## src/rtl/ram_frame_reader_if.sv

```systemverilog
// Bundles the frame reader's control, RAM read port and pixel stream signals.
// master = the reader itself, slave = whatever drives the RAM, start and pix_ready.
interface ram_frame_reader_if #(
   parameter int ADDR_W = 19,
   parameter int DATA_W = 8
);
   logic              start;
   logic [ADDR_W-1:0] ram_rdaddr;
   logic              ram_rden;
   logic [DATA_W-1:0] ram_q;
   logic [DATA_W-1:0] pix_data;
   logic              pix_valid;
   logic              pix_ready;
   logic [7:0]        pix_x;
   logic [6:0]        pix_y;
   logic              pix_sof;
   logic              pix_eol;
   logic              busy;
   logic              done;

   modport master (
      input  start, ram_q, pix_ready,
      output ram_rdaddr, ram_rden, pix_data, pix_valid, pix_x, pix_y,
             pix_sof, pix_eol, busy, done
   );

   modport slave (
      output start, ram_q, pix_ready,
      input  ram_rdaddr, ram_rden, pix_data, pix_valid, pix_x, pix_y,
             pix_sof, pix_eol, busy, done
   );
endinterface

```

## src/rtl/ram_frame_reader.sv

```systemverilog
// Streams a WIDTH x HEIGHT frame out of a 1-cycle-latency RAM in raster order.
// Optional macro FRAME_READER_LOOP_EN: read frames back-to-back forever instead of once per start.
module ram_frame_reader #(
   parameter int WIDTH     = 160,
   parameter int HEIGHT    = 120,
   parameter int ADDR_W    = 19,
   parameter int DATA_W    = 8,
   parameter int BASE_ADDR = 0
) (
   input logic                clk,
   input logic                reset,
   ram_frame_reader_if.master bus
);
   localparam int PIXELS = WIDTH * HEIGHT;
   localparam int CNT_W  = $clog2(PIXELS);

   typedef enum logic [1:0] {IDLE, READ, DRAIN, DONE} state_t;

   state_t            state;
   logic [CNT_W-1:0]  rd_cnt;
   logic [7:0]        rd_x;
   logic [6:0]        rd_y;
   logic              done_r;

   logic              inflight;
   logic [7:0]        inflight_x;
   logic [6:0]        inflight_y;

   logic [DATA_W-1:0] buf_data [2];
   logic [7:0]        buf_x    [2];
   logic [6:0]        buf_y    [2];
   logic              buf_sof  [2];
   logic              buf_eol  [2];
   logic              wr_ptr;
   logic              rd_ptr;
   logic [1:0]        count;

   logic              pop;
   logic              issue;
   logic              last_issue;
   logic              last_pop;
   logic [2:0]        occ_next;

   // A slot freed by this cycle's pop may be reused, so full-rate streaming
   // needs no bubble, yet a stalled consumer never overfills the two entries.
   assign pop        = (count != 2'd0) && bus.pix_ready;
   assign occ_next   = {1'b0, count} + {2'b00, inflight} - {2'b00, pop};
   assign issue      = (state == READ) && (occ_next < 3'd2);
   assign last_issue = issue && (rd_cnt == CNT_W'(PIXELS - 1));
   assign last_pop   = pop && buf_eol[rd_ptr] && (buf_y[rd_ptr] == 7'(HEIGHT - 1));

   assign bus.ram_rden   = issue;
   assign bus.ram_rdaddr = ADDR_W'(BASE_ADDR) + ADDR_W'(rd_cnt);
   assign bus.pix_valid  = (count != 2'd0);
   assign bus.pix_data   = buf_data[rd_ptr];
   assign bus.pix_x      = buf_x[rd_ptr];
   assign bus.pix_y      = buf_y[rd_ptr];
   assign bus.pix_sof    = buf_sof[rd_ptr];
   assign bus.pix_eol    = buf_eol[rd_ptr];
   assign bus.busy       = (state == READ) || (state == DRAIN);
   assign bus.done       = done_r;

   always_ff @(posedge clk or posedge reset) begin
      if (reset) begin
         state  <= IDLE;
         rd_cnt <= '0;
         rd_x   <= '0;
         rd_y   <= '0;
         done_r <= 1'b0;
      end else begin
`ifdef FRAME_READER_LOOP_EN
         done_r <= last_pop;
`endif
         case (state)
            IDLE, DONE: begin
               if (bus.start) begin
                  state  <= READ;
                  rd_cnt <= '0;
                  rd_x   <= '0;
                  rd_y   <= '0;
                  done_r <= 1'b0;
               end
            end
            READ: begin
               if (last_issue) begin
                  rd_cnt <= '0;
                  rd_x   <= '0;
                  rd_y   <= '0;
`ifndef FRAME_READER_LOOP_EN
                  state  <= DRAIN;
`endif
               end else if (issue) begin
                  rd_cnt <= rd_cnt + 1'b1;
                  if (rd_x == 8'(WIDTH - 1)) begin
                     rd_x <= '0;
                     rd_y <= rd_y + 1'b1;
                  end else begin
                     rd_x <= rd_x + 1'b1;
                  end
               end
            end
            DRAIN: begin
               if (last_pop) begin
                  state  <= DONE;
                  done_r <= 1'b1;
               end
            end
            default: state <= IDLE;
         endcase
      end
   end

   // The pixel coordinates travel with the read so the returning RAM word is
   // tagged without recomputing position from the buffer side.
   always_ff @(posedge clk or posedge reset) begin
      if (reset) begin
         inflight   <= 1'b0;
         inflight_x <= '0;
         inflight_y <= '0;
         wr_ptr     <= 1'b0;
         rd_ptr     <= 1'b0;
         count      <= 2'd0;
         for (int i = 0; i < 2; i++) begin
            buf_data[i] <= '0;
            buf_x[i]    <= '0;
            buf_y[i]    <= '0;
            buf_sof[i]  <= 1'b0;
            buf_eol[i]  <= 1'b0;
         end
      end else begin
         inflight <= issue;
         if (issue) begin
            inflight_x <= rd_x;
            inflight_y <= rd_y;
         end
         if (inflight) begin
            buf_data[wr_ptr] <= bus.ram_q;
            buf_x[wr_ptr]    <= inflight_x;
            buf_y[wr_ptr]    <= inflight_y;
            buf_sof[wr_ptr]  <= (inflight_x == 8'd0) && (inflight_y == 7'd0);
            buf_eol[wr_ptr]  <= (inflight_x == 8'(WIDTH - 1));
            wr_ptr           <= ~wr_ptr;
         end
         if (pop) begin
            rd_ptr <= ~rd_ptr;
         end
         count <= count + {1'b0, inflight} - {1'b0, pop};
      end
   end
endmodule
```

## src/flat_wrapper.sv

```systemverilog
// flat-port wrapper written by rule: the top's interface ports become plain ports
module ram_frame_reader_flat 
#(
   parameter int WIDTH     = 160,
   parameter int HEIGHT    = 120,
   parameter int ADDR_W    = 19,
   parameter int DATA_W    = 8,
   parameter int BASE_ADDR = 0
)
  (clk, reset, bus_start, bus_ram_q, bus_pix_ready, bus_ram_rdaddr, bus_ram_rden, bus_pix_data, bus_pix_valid, bus_pix_x, bus_pix_y, bus_pix_sof, bus_pix_eol, bus_busy, bus_done);
  ram_frame_reader_if #(.ADDR_W(ADDR_W), .DATA_W(DATA_W)) bus_i ();
  input logic clk;
  input logic reset;
  input wire logic [$bits(bus_i.start)-1:0] bus_start;
  input wire logic [$bits(bus_i.ram_q)-1:0] bus_ram_q;
  input wire logic [$bits(bus_i.pix_ready)-1:0] bus_pix_ready;
  output wire logic [$bits(bus_i.ram_rdaddr)-1:0] bus_ram_rdaddr;
  output wire logic [$bits(bus_i.ram_rden)-1:0] bus_ram_rden;
  output wire logic [$bits(bus_i.pix_data)-1:0] bus_pix_data;
  output wire logic [$bits(bus_i.pix_valid)-1:0] bus_pix_valid;
  output wire logic [$bits(bus_i.pix_x)-1:0] bus_pix_x;
  output wire logic [$bits(bus_i.pix_y)-1:0] bus_pix_y;
  output wire logic [$bits(bus_i.pix_sof)-1:0] bus_pix_sof;
  output wire logic [$bits(bus_i.pix_eol)-1:0] bus_pix_eol;
  output wire logic [$bits(bus_i.busy)-1:0] bus_busy;
  output wire logic [$bits(bus_i.done)-1:0] bus_done;
  assign bus_i.start = bus_start;
  assign bus_i.ram_q = bus_ram_q;
  assign bus_i.pix_ready = bus_pix_ready;
  assign bus_ram_rdaddr = bus_i.ram_rdaddr;
  assign bus_ram_rden = bus_i.ram_rden;
  assign bus_pix_data = bus_i.pix_data;
  assign bus_pix_valid = bus_i.pix_valid;
  assign bus_pix_x = bus_i.pix_x;
  assign bus_pix_y = bus_i.pix_y;
  assign bus_pix_sof = bus_i.pix_sof;
  assign bus_pix_eol = bus_i.pix_eol;
  assign bus_busy = bus_i.busy;
  assign bus_done = bus_i.done;
  ram_frame_reader #(.WIDTH(WIDTH), .HEIGHT(HEIGHT), .ADDR_W(ADDR_W), .DATA_W(DATA_W), .BASE_ADDR(BASE_ADDR)) u_core (.clk(clk), .reset(reset), .bus(bus_i));
endmodule
```

## config.mk

```make
export PLATFORM = sky130hd
export DESIGN_NAME = ram_frame_reader_flat
export DESIGN_NICKNAME = d
export VERILOG_FILES = /design/src/rtl/ram_frame_reader_if.sv /design/src/rtl/ram_frame_reader.sv /design/src/flat_wrapper.sv
export SDC_FILE = /design/constraint.sdc
export NUM_CORES = 1
export LEC_CHECK = 0
export CORE_MARGIN = 10
export CORE_UTILIZATION = 55
export CTS_BUF_LIST = sky130_fd_sc_hd__clkbuf_4 sky130_fd_sc_hd__clkbuf_8
export DETAILED_ROUTE_END_ITERATION = 10
export HOLD_SLACK_MARGIN = 0.05
export PLACE_DENSITY = 0.86
export SYNTH_ARGS = -nofsm -noshare
export SYNTH_HDL_FRONTEND = slang
export SYNTH_SLANG_ARGS = --single-unit
export TNS_END_PERCENT = 30
```

## constraint.sdc

```tcl
create_clock -name clk -period 5.51 [get_ports clk]
set_input_delay 0.551 -clock clk [delete_from_list [all_inputs] [get_ports clk]]
set_output_delay 0.551 -clock clk [all_outputs]
set_load 0.01 [all_outputs]
```

# Yosys cells after proc, flatten, opt, wreduce, memory -nomap -nowiden
# Cells that the tools add are included.
# W data, S select, Z words.
[totals]
reg_bits = 103
in_bits = 12
out_inout_bits = 48
elab_cells = 114
[classes]
n_addsub = 7
magnitude_cmp = 4
n_eq_ne = 12
n_mux = 47
n_bitwise = 4
n_reduce_logical = 19
[ops]
columns = ["operator", "n"]
rows = [
  ["$mux W8", 11],
  ["$mux W7", 8],
  ["$mux W15", 3],
  ["$bwmux W16", 2],
  ["$pmux W15 S2", 1],
  ["$eq A8 B8 Y1 const B", 2],
  ["$pmux W8 S2", 1],
  ["$add A15 B1 Y15 const B", 1],
  ["$eq A15 B15 Y1 const B", 1],
  ["$bwmux W14", 1],
  ["$pmux W7 S2", 1],
  ["$mux W1", 9],
  ["$reduce_and A3 Y1", 3],
  ["$add A8 B1 Y8 const B", 1],
  ["$demux W8 S1", 1],
  ["$logic_not A8 Y1", 1],
  ["$add A7 B1 Y7 const B", 1],
  ["$demux W7 S1", 1],
  ["$eq A7 B7 Y1 const B", 1],
  ["$logic_and A1 B1 Y1", 7],
  ["$logic_not A7 Y1", 1],
  ["$mux W2", 3],
  ["$pmux W2 S3", 1],
  ["$reduce_bool A2 Y1", 3],
  ["22 further kinds", 28],
]

# Longest topological paths before layout
[logic_depth]
depth_word = 8
ltp_mapped = 12
ltp_nobuf = 10

# Worst setup path after synthesis
# Ideal clock, no wire load.
[synth_timing]
path_type = "input port to output port"
from = "in bus_pix_ready"
to = "out bus_ram_rden"
t_arrival_ns = 2.375
required_time_ns = 4.959
slack_ns = 2.584
cell_stages = 8
path_buffers = 1
cell_sequence = "o21a_1 ha_1 inv_1 ha_1 fa_1 xnor2_1 nor3b_2 buf_2"
[synth_between]
elab_chain_cells = 4
[synth_rtl]
columns = ["item", "line_no", "text"]
rows = [
  ["from (decl)", "flat_wrapper.sv:16", "input wire logic [$bits(bus_i.pix_ready)-1:0] bus_pix_ready;"],
  ["$logic_and A1 B1 Y1", "ram_frame_reader.sv:46", "assign pop = (count != 2'd0) && bus.pix_ready;"],
  ["$sub A3 B1 Y3", "ram_frame_reader.sv:47", "assign occ_next = {1'b0, count} + {2'b00, inflight} - {2'b00, pop};"],
  ["$lt A3 B2 Y1", "ram_frame_reader.sv:48", "assign issue = (state == READ) && (occ_next < 3'd2);"],
  ["$logic_and A1 B1 Y1", "ram_frame_reader.sv:48", ""],
  ["to (decl)", "flat_wrapper.sv:18", "output wire logic [$bits(bus_i.ram_rden)-1:0] bus_ram_rden;"],
]
# No other way between the ends.

# Worst setup path after layout
[layout_timing]
from = "in bus_pix_ready"
to = "out bus_ram_rden"
[layout_between]
elab_chain_cells = 4
[layout_rtl]
columns = ["item", "line_no", "text"]
rows = [
  ["$logic_and A1 B1 Y1", "ram_frame_reader.sv:46", ""],
  ["net u_core.pop", "ram_frame_reader.sv:38", "logic pop;"],
  ["$sub A3 B1 Y3", "ram_frame_reader.sv:47", ""],
  ["$lt A3 B2 Y1", "ram_frame_reader.sv:48", ""],
  ["$logic_and A1 B1 Y1", "ram_frame_reader.sv:48", ""],
]
# The timed path passes the listed nets, and every way through them passes these cells.

==> qor.yml <==
grt:
  antenna_found_initial: 0
  grt_pass1_vias: 3591
  grt_usage: 0.1642
  grt_pass1_wl_um: 18000
  grt_max_degree: 59
  grt_overflow: 0
placement:
  dp_slack_ns: 1.491
  dpl_cell_area_mm2: 0.005603
  dp_hpwl_um: 7419
  dp_cells: 575
  gp_congestion: 0.8121
  io_buffer_count: 55
timing:
  final-max-slew-violation-count: 0
  tightest_slew_ns: 1.176
  max_slew_margin: 0.2143
  period_minus_slack_ns: 3.754
  skew_ns: 0.009661
  fin_crit_sh: 0.6812
  setup_ws_ns: 1.756
  grt_setup_unrepaired: "false"
  hold_viol_final: 0
  maxClockFrequency_mhz: 266.4
  finalSetupViolCount: 0
  finalSetupTns_ns: 0
yosys:
  synth_top_area_share: 0.5172
  syn_inst: 427
  synthTopCellsByArea: "dfrtp_1 (52%), mux2_2 (19%), o21ai_0 (2.5%)"
  synthArstFlopShare: 1.000
  yosys_warnings: 0
  synth-edff-count: 0
  synthDistinctLibCells: 52
  ys.flop_type: "dfrtp_1"
  synth_area_mm2: 0.004984
  synth.avg_cell_area_um2: 11.67
  yosys_register_bits: 103
  synth_top_area_cell: "dfrtp_1"
  seq_area_frac_synth: 0.5172
drt:
  drt_pass1_iterations: 4
  ant_nets: 0
  drt_iter0_markers: 201
  route.detailed.drc: 0
  avgViaCountPerCell: 5.932
  num_vias: 3506
  wirelength_um: 10760
  wl_per_cell_um: 18.20
die:
  std_cell_rows: 34
  io_pins: 60
  die_w_um: 115.2
  start_util: 0.5687
  die_h_um: 115.2
  coreArea_mm2: 0.008763
  die_area_mm2: 0.01327
setup_path:
  r2r_start: "u_core.count[1]$_DFF_PP0_"
  r2r-end: "u_core.rd_cnt[11]$_DFFE_PP0P_"
  path_class: "in2out"
  worstPathMaxFanout: 17
  cp-end-kind: "output port"
  arrival_ns: 3.20
  required_ns: 4.96
  r2r_cells: 10
  rrSetupSlack_ns: 1.94
  start_kind: "primary input"
min_path:
  hold_path_depth: 1
  min-delay-start: "u_core.rd_ptr$_DFFE_PP0P_"
  hold_end: "u_core.rd_ptr$_DFFE_PP0P_"
  hold_path_class: "reg2reg"
cts:
  cts_made_buffers: 9
  cts_sinks: 103
  clock_latency_ns: 0.37
  cts_buffer_depth: 2
  cts_setup_buffers: 0
  root_buffer: "clkbuf_8"
  hold_buffers: 0
  cts_max_level: 3
  postCtsResizedCells: 0
  cts_tree: "built"
  clk_transition_reported_paths_ns: 0.10
power:
  p_leak_uw: 0.002638
  powerDensity_mw_per_mm2: 418.8
  peakVddDrop_mv: 0.2120
final_layout:
  nets: 499
  antenna_cells: 0
  stdcell_count: 591
  drive_gt1_frac: 0.2422
  finalInstanceArea_mm2: 0.005811
  area_growth_pct: 16.60
flow_run:
  drv_cap: 0
status:
  status: "finished, final reports clean"
layer usage:
metal | global-route usage | share of wire | vias up
li1 | - | - | 1635
met1 | 0.2021 | 0.43 | 1759
met2 | 0.2797 | 0.50 | 105
met3 | 0.04740 | 0.062 | 7
met4 | 0.03548 | 0.0083 | 0
met5 | 0 | 0 | -
where the power goes:
part	switching [uW]	leakage [uW]	total (uW)	internal, uW
sequential	83.7	0.00138	965	881
clock	276	0.000107	499	224
combinational	527	0.00115	969	443
total	886	0.00264	2430	1550
kinds of logic (layout without fill, tap and decap cells):
logic type,after synthesis,in the layout,synth area share
AND/OR/NAND/NOR,116,116,0.1313
flip-flops,103,103,0.5172
multiplexers,88,88,0.1983
AO/OA/AOI/OAI,68,68,0.08737
buffers and inverters,39,92,0.03565
adder cells (fa/ha/maj),9,9,0.02410
XOR/XNOR,3,3,0.005273
other,1,4,0.0007525
sequential cells by signal, indices dropped and copies added (netlist names):
name and flops:
u_core.buf_data 16, u_core.buf_eol 2, u_core.buf_sof 2, u_core.buf_x 16
u_core.buf_y 14, u_core.bus.done 1, u_core.count 2, u_core.inflight 1
u_core.inflight_x 8, u_core.inflight_y 7, u_core.rd_cnt 15, u_core.rd_ptr 1
u_core.rd_x 8, u_core.rd_y 7, u_core.state 2, u_core.wr_ptr 1
final cells by class:
type	instances	area, um^2
sequential	103	2577
clock buffer	10	131.4
timing repair buffer	60	588.1
tap	108	135.1
fill	653	2953
inverter	16	62.56
clock inverter	6	76.32
multi-input combinational	288	2240
metrics by stage:
stage	utilization	hold WS, ns	power [uW]
floorplan	-	0.4444	1646
CTS	0.6631	0.4786	2457
finish	0.6631	0.4722	2434
global route	0.6631	0.4869	2594
detailed placement	0.6393	0.4651	1963
global placement	0.6393	0.4561	1912
synthesized netlist by cell type (all sizes together) (2+ instances only):
library cell and n:
o31ai 3, o21ai 30, nor2b 5, nor3 4
or3b 2, a21oi 10, or4 6, nor4 8
nor4b 2, o31a 2, inv 16, and4 2
dfrtp 103, a21boi 2, clkbuf 9, nand4 12
nand3 14, buf 14, xor2 2, or2 2
a22o 9, mux2 86, a21o 5, nand2b 4
or3 2, nand2 30, and3 5, mux2i 2
ha 8, o22ai 2, and2 4, nor2 11
placed cells by master, fill, tap and decap left out, types with 6 or more instances in the layout:
cell             instances
dfrtp_1                103
mux2_2                  86
clkdlybuf4s50_1         55
nand2_1                 30
o21ai_0                 25
inv_1                   15
nand3_1                 14
nand4_1                 12
a21oi_1                 10
nor2_1                   9
a22o_1                   9
clkbuf_8                 9
ha_1                     8
nor4_1                   7
or4_1                    6
worst max-delay path, cell delays in order:
cell,delay [ns]
clkdlybuf4s50_1,0.42
o21a_1,0.15
ha_1,0.29
inv_1,0.04
ha_1,0.18
fa_1,0.38
xnor2_1,0.19
nor3b_2,0.17
buf_4,0.25
clkdlybuf4s50_1,0.58
how the worst max path moves through the flow:
| stage | slack [ns] | depth (start not counted) | end | from |
|---|---|---|---|---|
| floorplan | 2.26 | 1 | u_core.buf_data[0]$_DFFE_PP0P_ | reset |
| detailed placement | 1.49 | 11 | u_core.rd_cnt[11]$_DFFE_PP0P_ | bus_pix_ready |
| finish | 1.76 | 10 | bus_ram_rden | bus_pix_ready |
| global route | 1.62 | 10 | bus_ram_rden | bus_pix_ready |
| CTS | 1.73 | 10 | bus_ram_rden | bus_pix_ready |
| global placement | 1.66 | 11 | u_core.rd_cnt[11]$_DFFE_PP0P_ | bus_pix_ready |
Note: power is estimated with default switching activity, not from simulation.
==> variant 1: new RTL, same settings <==
The option `FRAME_READER_LOOP_EN` is turned on by a define.
--- a/src/rtl/ram_frame_reader.sv
+++ b/src/rtl/ram_frame_reader.sv
@@ -1,4 +1,6 @@
 // Streams a WIDTH x HEIGHT frame out of a 1-cycle-latency RAM in raster order.
 // Optional macro FRAME_READER_LOOP_EN: read frames back-to-back forever instead of once per start.
+`define FRAME_READER_LOOP_EN
+
 module ram_frame_reader #(
    parameter int WIDTH     = 160,
Formal check against the unedited RTL: same outputs for any inputs over 10 cycles, from zero or initial values and one cycle with reset high; that may be too few to reach the edited logic, so the function may still have changed.
==> variant 1 against the original RTL <==
Synthesized area down 2.3%; routed wire length shrank 2.2%; sequential cell count did not move; setup slack got worse by 0.28 ns; hold slack gained 0.0071 ns; non-clock buffer count down 2; power rose by 10%; cell area is 1.9% lower; final cell count grew 5.6%.
==> variant 1: results (changes against the original RTL) <==
place:
  gp_congestion: 0.815  # +0.38%
  dpl.hpwl_um: 7300  # -1.6%
yosys:
  synthTopCellsByArea: "dfrtp_1 53%, mux2_2 14%, nand2_1 8.4%"
  synth_xor_area_share_pct: 1.98  # +1.5 points
  synthMuxAreaShare_pct: 14.3  # -5.5 points
  synth_cell_types: 51  # -1.9%
  synthTopCellsByCount: "109 x nand2_1, 103 x dfrtp_1, 62 x mux2_2, 20 x nand3_1"
  synth_compound_area_share_pct: 6.81  # -1.9 points
  synth_cells: 461  # +8.0%
  synth_fa_ha_area_share_pct: 2.21  # -0.20 points
grt:
  first_global_vias: 3804  # +5.9%
  grt_first_pass_wirelength_um: 18200  # +0.96%
  grt.total_usage_pct: 16.9  # +0.44 points
worst_setup_path:
  regToRegSetupSlack_ns: 1.86  # -0.08 ns
  rr_endpoint: "u_core.rd_x[6]$_DFFE_PP0P_"
  path_max_fanout: 9  # -8
  r2r_cells: 11  # +1
  crit_start: "u_core.count[1]$_DFF_PP0_"
  cp_data_arrival_time_ns: 3.48  # +0.28 ns
cells_and_area:
  finalNonFillerCells: 624  # +5.6%
  layout.nets: 531  # +6.4%
  drive_gt1_share_pct: 17.6  # -6.6 points
route:
  drtIter0Drc: 315  # +57%
  wirelength_um: 10500  # -2.2%
  via_count: 3591  # +2.4%
timing:
  slew_headroom_pct: 21.0  # -0.41 points
  clock_skew_ns: 0.0179  # +0.00828 ns
pwr:
  ir_drop_mv: 0.209  # -1.2%
  p_leak_nw: 2.64  # about the same
hold_path:
  holdCritStartpoint: "u_core.buf_x[11]$_DFFE_PP0P_"
  hold_path_end: "u_core.buf_x[11]$_DFFE_PP0P_"
  hold_path_depth: 2  # +1
status:
  status: "complete, no violations"
cts:
  cts_buffers: 9  # unchanged
  cts_max_path_buffers: 2  # unchanged
-- variant 1: cell count changes after synthesis, moves of 5 or more --
cell     delta
a22o_1      -9
nand2_1    +79
mux2_2     -24
nor2_1     +10
o21ai_0     -6
a21oi_1     -5
nand3_1     +6
-- variant 1: cells by family after synthesis --
kind of cell / after synthesis
adder cells (fa/ha/maj): 8
flip-flops: 103
multiplexers: 62
buffers and inverters: 37
XOR/XNOR: 11
AO/OA/AOI/OAI: 49
AND/OR/NAND/NOR: 190
other: 1
-- variant 1: worst max-delay path by stage --
stage / endpoint / slack [ns]
final: bus_ram_rden / 1.48
after global routing: bus_ram_rden / 1.13
after CTS: bus_ram_rden / 1.41
after detailed placement: bus_ram_rden / 1.46
after global placement: bus_ram_rden / 1.55
after floorplan: u_core.buf_data[0]$_DFFE_PP0P_ / 2.26
-- variant 1: power by group --
| group | internal, mW | switching [mW] |
|---|---|---|
| registers | 0.925 | 0.172 |
| logic | 0.529 | 0.563 |
| clock network | 0.230 | 0.268 |
| total | 1.68 | 1.00 |
-- variant 1: critical path, cell delays in order (launching register included) --
cell	delay, ns
dfrtp_1	0.43
o21ai_0	0.33
inv_1	0.08
ha_1	0.29
inv_1	0.04
ha_1	0.18
fa_1	0.38
xor2_1	0.28
nor3b_4	0.48
clkdlybuf4s50_1	0.64
-- variant 1: routing by layer --
layer  vias to the layer above  global-route usage, %  wire (um)
met5                         -                      0          0
met4                         0                   6.52        114
met3                         8                   4.82        743
met2                       106                   27.4       5250
met1                      1794                   20.8       4410
li1                       1683                      -          -
-- variant 1: final cells by class --
type | count | area (sq um)
flip-flops and latches | 103 | 2580
clock buffers | 10 | 138
multi-input cells | 324 | 2140
fillers | 666 | 2980
repair buffers | 58 | 573
inverters | 15 | 58.8
well taps | 108 | 135
clock inverters | 6 | 75.1
-- variant 1: per-stage QoR --
| stage | util (%) | area (sq um) | worst slack [ns] |
|---|---|---|---|
| floorplan | - | 4880 | 2.26 |
| global placement | 63.2 | 5490 | 1.55 |
| detailed placement | 63.2 | 5490 | 1.46 |
| CTS | 65.7 | 5700 | 1.41 |
| global route | 65.7 | 5700 | 1.13 |
| finish | 65.7 | 5700 | 1.48 |
==> variant 2: new RTL, same flow settings <==
Without the edit above. Reset style: synchronous (`reset`), changed in 2 clocked blocks.
--- a/src/rtl/ram_frame_reader.sv
+++ b/src/rtl/ram_frame_reader.sv
@@ -61,5 +61,5 @@
    assign bus.done       = done_r;
 
-   always_ff @(posedge clk or posedge reset) begin
+   always_ff @(posedge clk) begin
       if (reset) begin
          state  <= IDLE;
@@ -113,5 +113,5 @@
    // The pixel coordinates travel with the read so the returning RAM word is
    // tagged without recomputing position from the buffer side.
-   always_ff @(posedge clk or posedge reset) begin
+   always_ff @(posedge clk) begin
       if (reset) begin
          inflight   <= 1'b0;
Behaviour: differs if reset is asserted again (counterexample within 4 cycles, from zero or initial values and one cycle with reset high); with reset held inactive, the same outputs for 10 cycles.
==> variant 2 against the original RTL <==
First-iteration DRC count rose by 10%; sequential cell count up 1; synthesized area fell by 4.2%; via count fell by 0.86%; count of clock-buffer cells in the layout did not move; setup slack got worse by 0.15 ns; clock skew about the same; sequential share of layout area is 1.8 points higher; power fell by 13%; routed wire length fell by 7.5%; cell area shrank 3.7%.
==> variant 2: results (changes against the original RTL) <==
yosys:
  synth_xor_area_share_pct: 3.30  # +2.8 points
  synthArstFlopShare_pct: 0  # -100 points
  synth_top_flop_cell: "dfxtp_1"
  synth_fa_ha_area_share_pct: 2.52  # +0.11 points
  synthTopCellsByArea: "edfxtp_1 31%, dfxtp_1 23%, and2_1 6.7%"
  synth.avg_cell_area_sq_um: 10.8  # -7.5%
  synthMuxAreaShare_pct: 9.07  # -11 points
  synth_edf_count: 50  # +50
  synthTopCellsByCount: "54 x dfxtp_1, 51 x and2_1, 50 x edfxtp_1, 46 x nor2_1, 24 x mux2_2"
  synth_compound_area_share_pct: 6.08  # -2.7 points
  yosysSeqAreaShare_pct: 54.1  # +2.4 points
  synth_cell_types: 49  # -5.8%
place:
  place_inst: 590  # +2.6%
  place_area_sq_mm: 0.00542  # -3.3%
  gp_congestion: 0.847  # +4.3%
  dpl.hpwl_um: 7050  # -4.9%
  io_buffers: 55  # unchanged
  pre_cts_ws_ns: 1.59  # +0.0999 ns
cells_and_area:
  top_regs: "u_core.buf_data x16, u_core.buf_x x16, u_core.rd_cnt x15"
  layout.nets: 517  # +3.6%
  drive_gt1_share_pct: 11.0  # -13 points
  finalNonFillerCells: 606  # +2.5%
  antenna_cells: 0  # unchanged
cts:
  clk_pin_slew_ns: 0.09
  cts_buffers: 9  # unchanged
timing:
  worst_slew_pin_slew_ns: 1.06  # -0.115 ns
  final-max-slew-violation-count: 0  # unchanged
  fmax_mhz: 256  # -3.8%
  clock_skew_ns: 0.00982  # +0.000154 ns
route:
  drtIter0Drc: 222  # +10%
  avgViaCountPerCell: 5.74  # -3.3%
  drt-pass1-iter-count: 5  # +1
  wirelength_um: 9950  # -7.5%
grt:
  grt_first_pass_wirelength_um: 16800  # -6.6%
  grt.total_usage_pct: 15.9  # -0.52 points
  grt_max_degree: 40  # -32%
  first_global_vias: 3463  # -3.6%
worst_setup_path:
  cpPeakStageDelay_ns: 0.48  # -0.10 ns
  crit_family: "buffers and inverters"
  cp_data_arrival_time_ns: 3.35  # +0.15 ns
pwr:
  p_leak_nw: 2.11  # -20%
  ir_drop_mv: 0.257  # +21%
  p_sw_share_pct: 33.9  # -2.5 points
status:
  status: "complete, no violations"
-- variant 2: cell type report --
class                   instances  area [sq um]
repair buffers                 62           603
clock inverters                 6          43.8
flip-flops and latches        104          2580
multi-input cells             304          2050
well taps                     105           131
fillers                       637          2750
inverters                      15          56.3
clock buffers                  10           131
-- variant 2: final timing paths --
check                              startpoint  slack [ns]  cells after the start                        endpoint
setup / recovery   u_core.count[1]$_SDFF_PP0_        1.61                     13                    bus_ram_rden
hold / removal    u_core.rd_y[6]$_SDFFE_PP0P_        0.50                      2     u_core.rd_y[6]$_SDFFE_PP0P_
setup reg to reg   u_core.count[1]$_SDFF_PP0_        1.91                     12  u_core.rd_cnt[13]$_SDFFE_PP0P_
hold reg to reg   u_core.rd_y[6]$_SDFFE_PP0P_        0.50                      2     u_core.rd_y[6]$_SDFFE_PP0P_
-- variant 2: logic make-up after synthesis --
family	Yosys count
AOI/OAI and AO/OA	41
xor gates and xnor gates	18
adders and majority gates	9
buffers and inverters	37
DFF	104
muxes	40
other	1
and+or+nand+nor	192
-- variant 2: layer usage --
layer / global-route usage (%) / routed length, um / up-vias
met3: 6.18 / 843 / 16
met4: 4.74 / 130 / 0
li1: - / - / 1665
met2: 25.5 / 4730 / 120
met1: 19.3 / 4250 / 1675
met5: 0 / 0 / -
-- variant 2: power by group through the flow --
stage,combinational [mW],clock (mW),sequential [mW]
floorplan,0.505,0,0.936
global placement,0.751,0,0.939
detailed placement,0.776,0,0.945
CTS,0.780,0.440,0.927
global route,0.847,0.476,0.935
finish,0.770,0.430,0.927
-- variant 2: worst register-to-register path, delay by kind of cell (launching register included) --
family	cells	cell delay, ns
and+or+nand+nor	4	1.37
xor gates and xnor gates	1	0.17
buffers and inverters	2	0.11
AOI/OAI and AO/OA	2	0.73
DFF	1	0.33
adders and majority gates	3	0.83
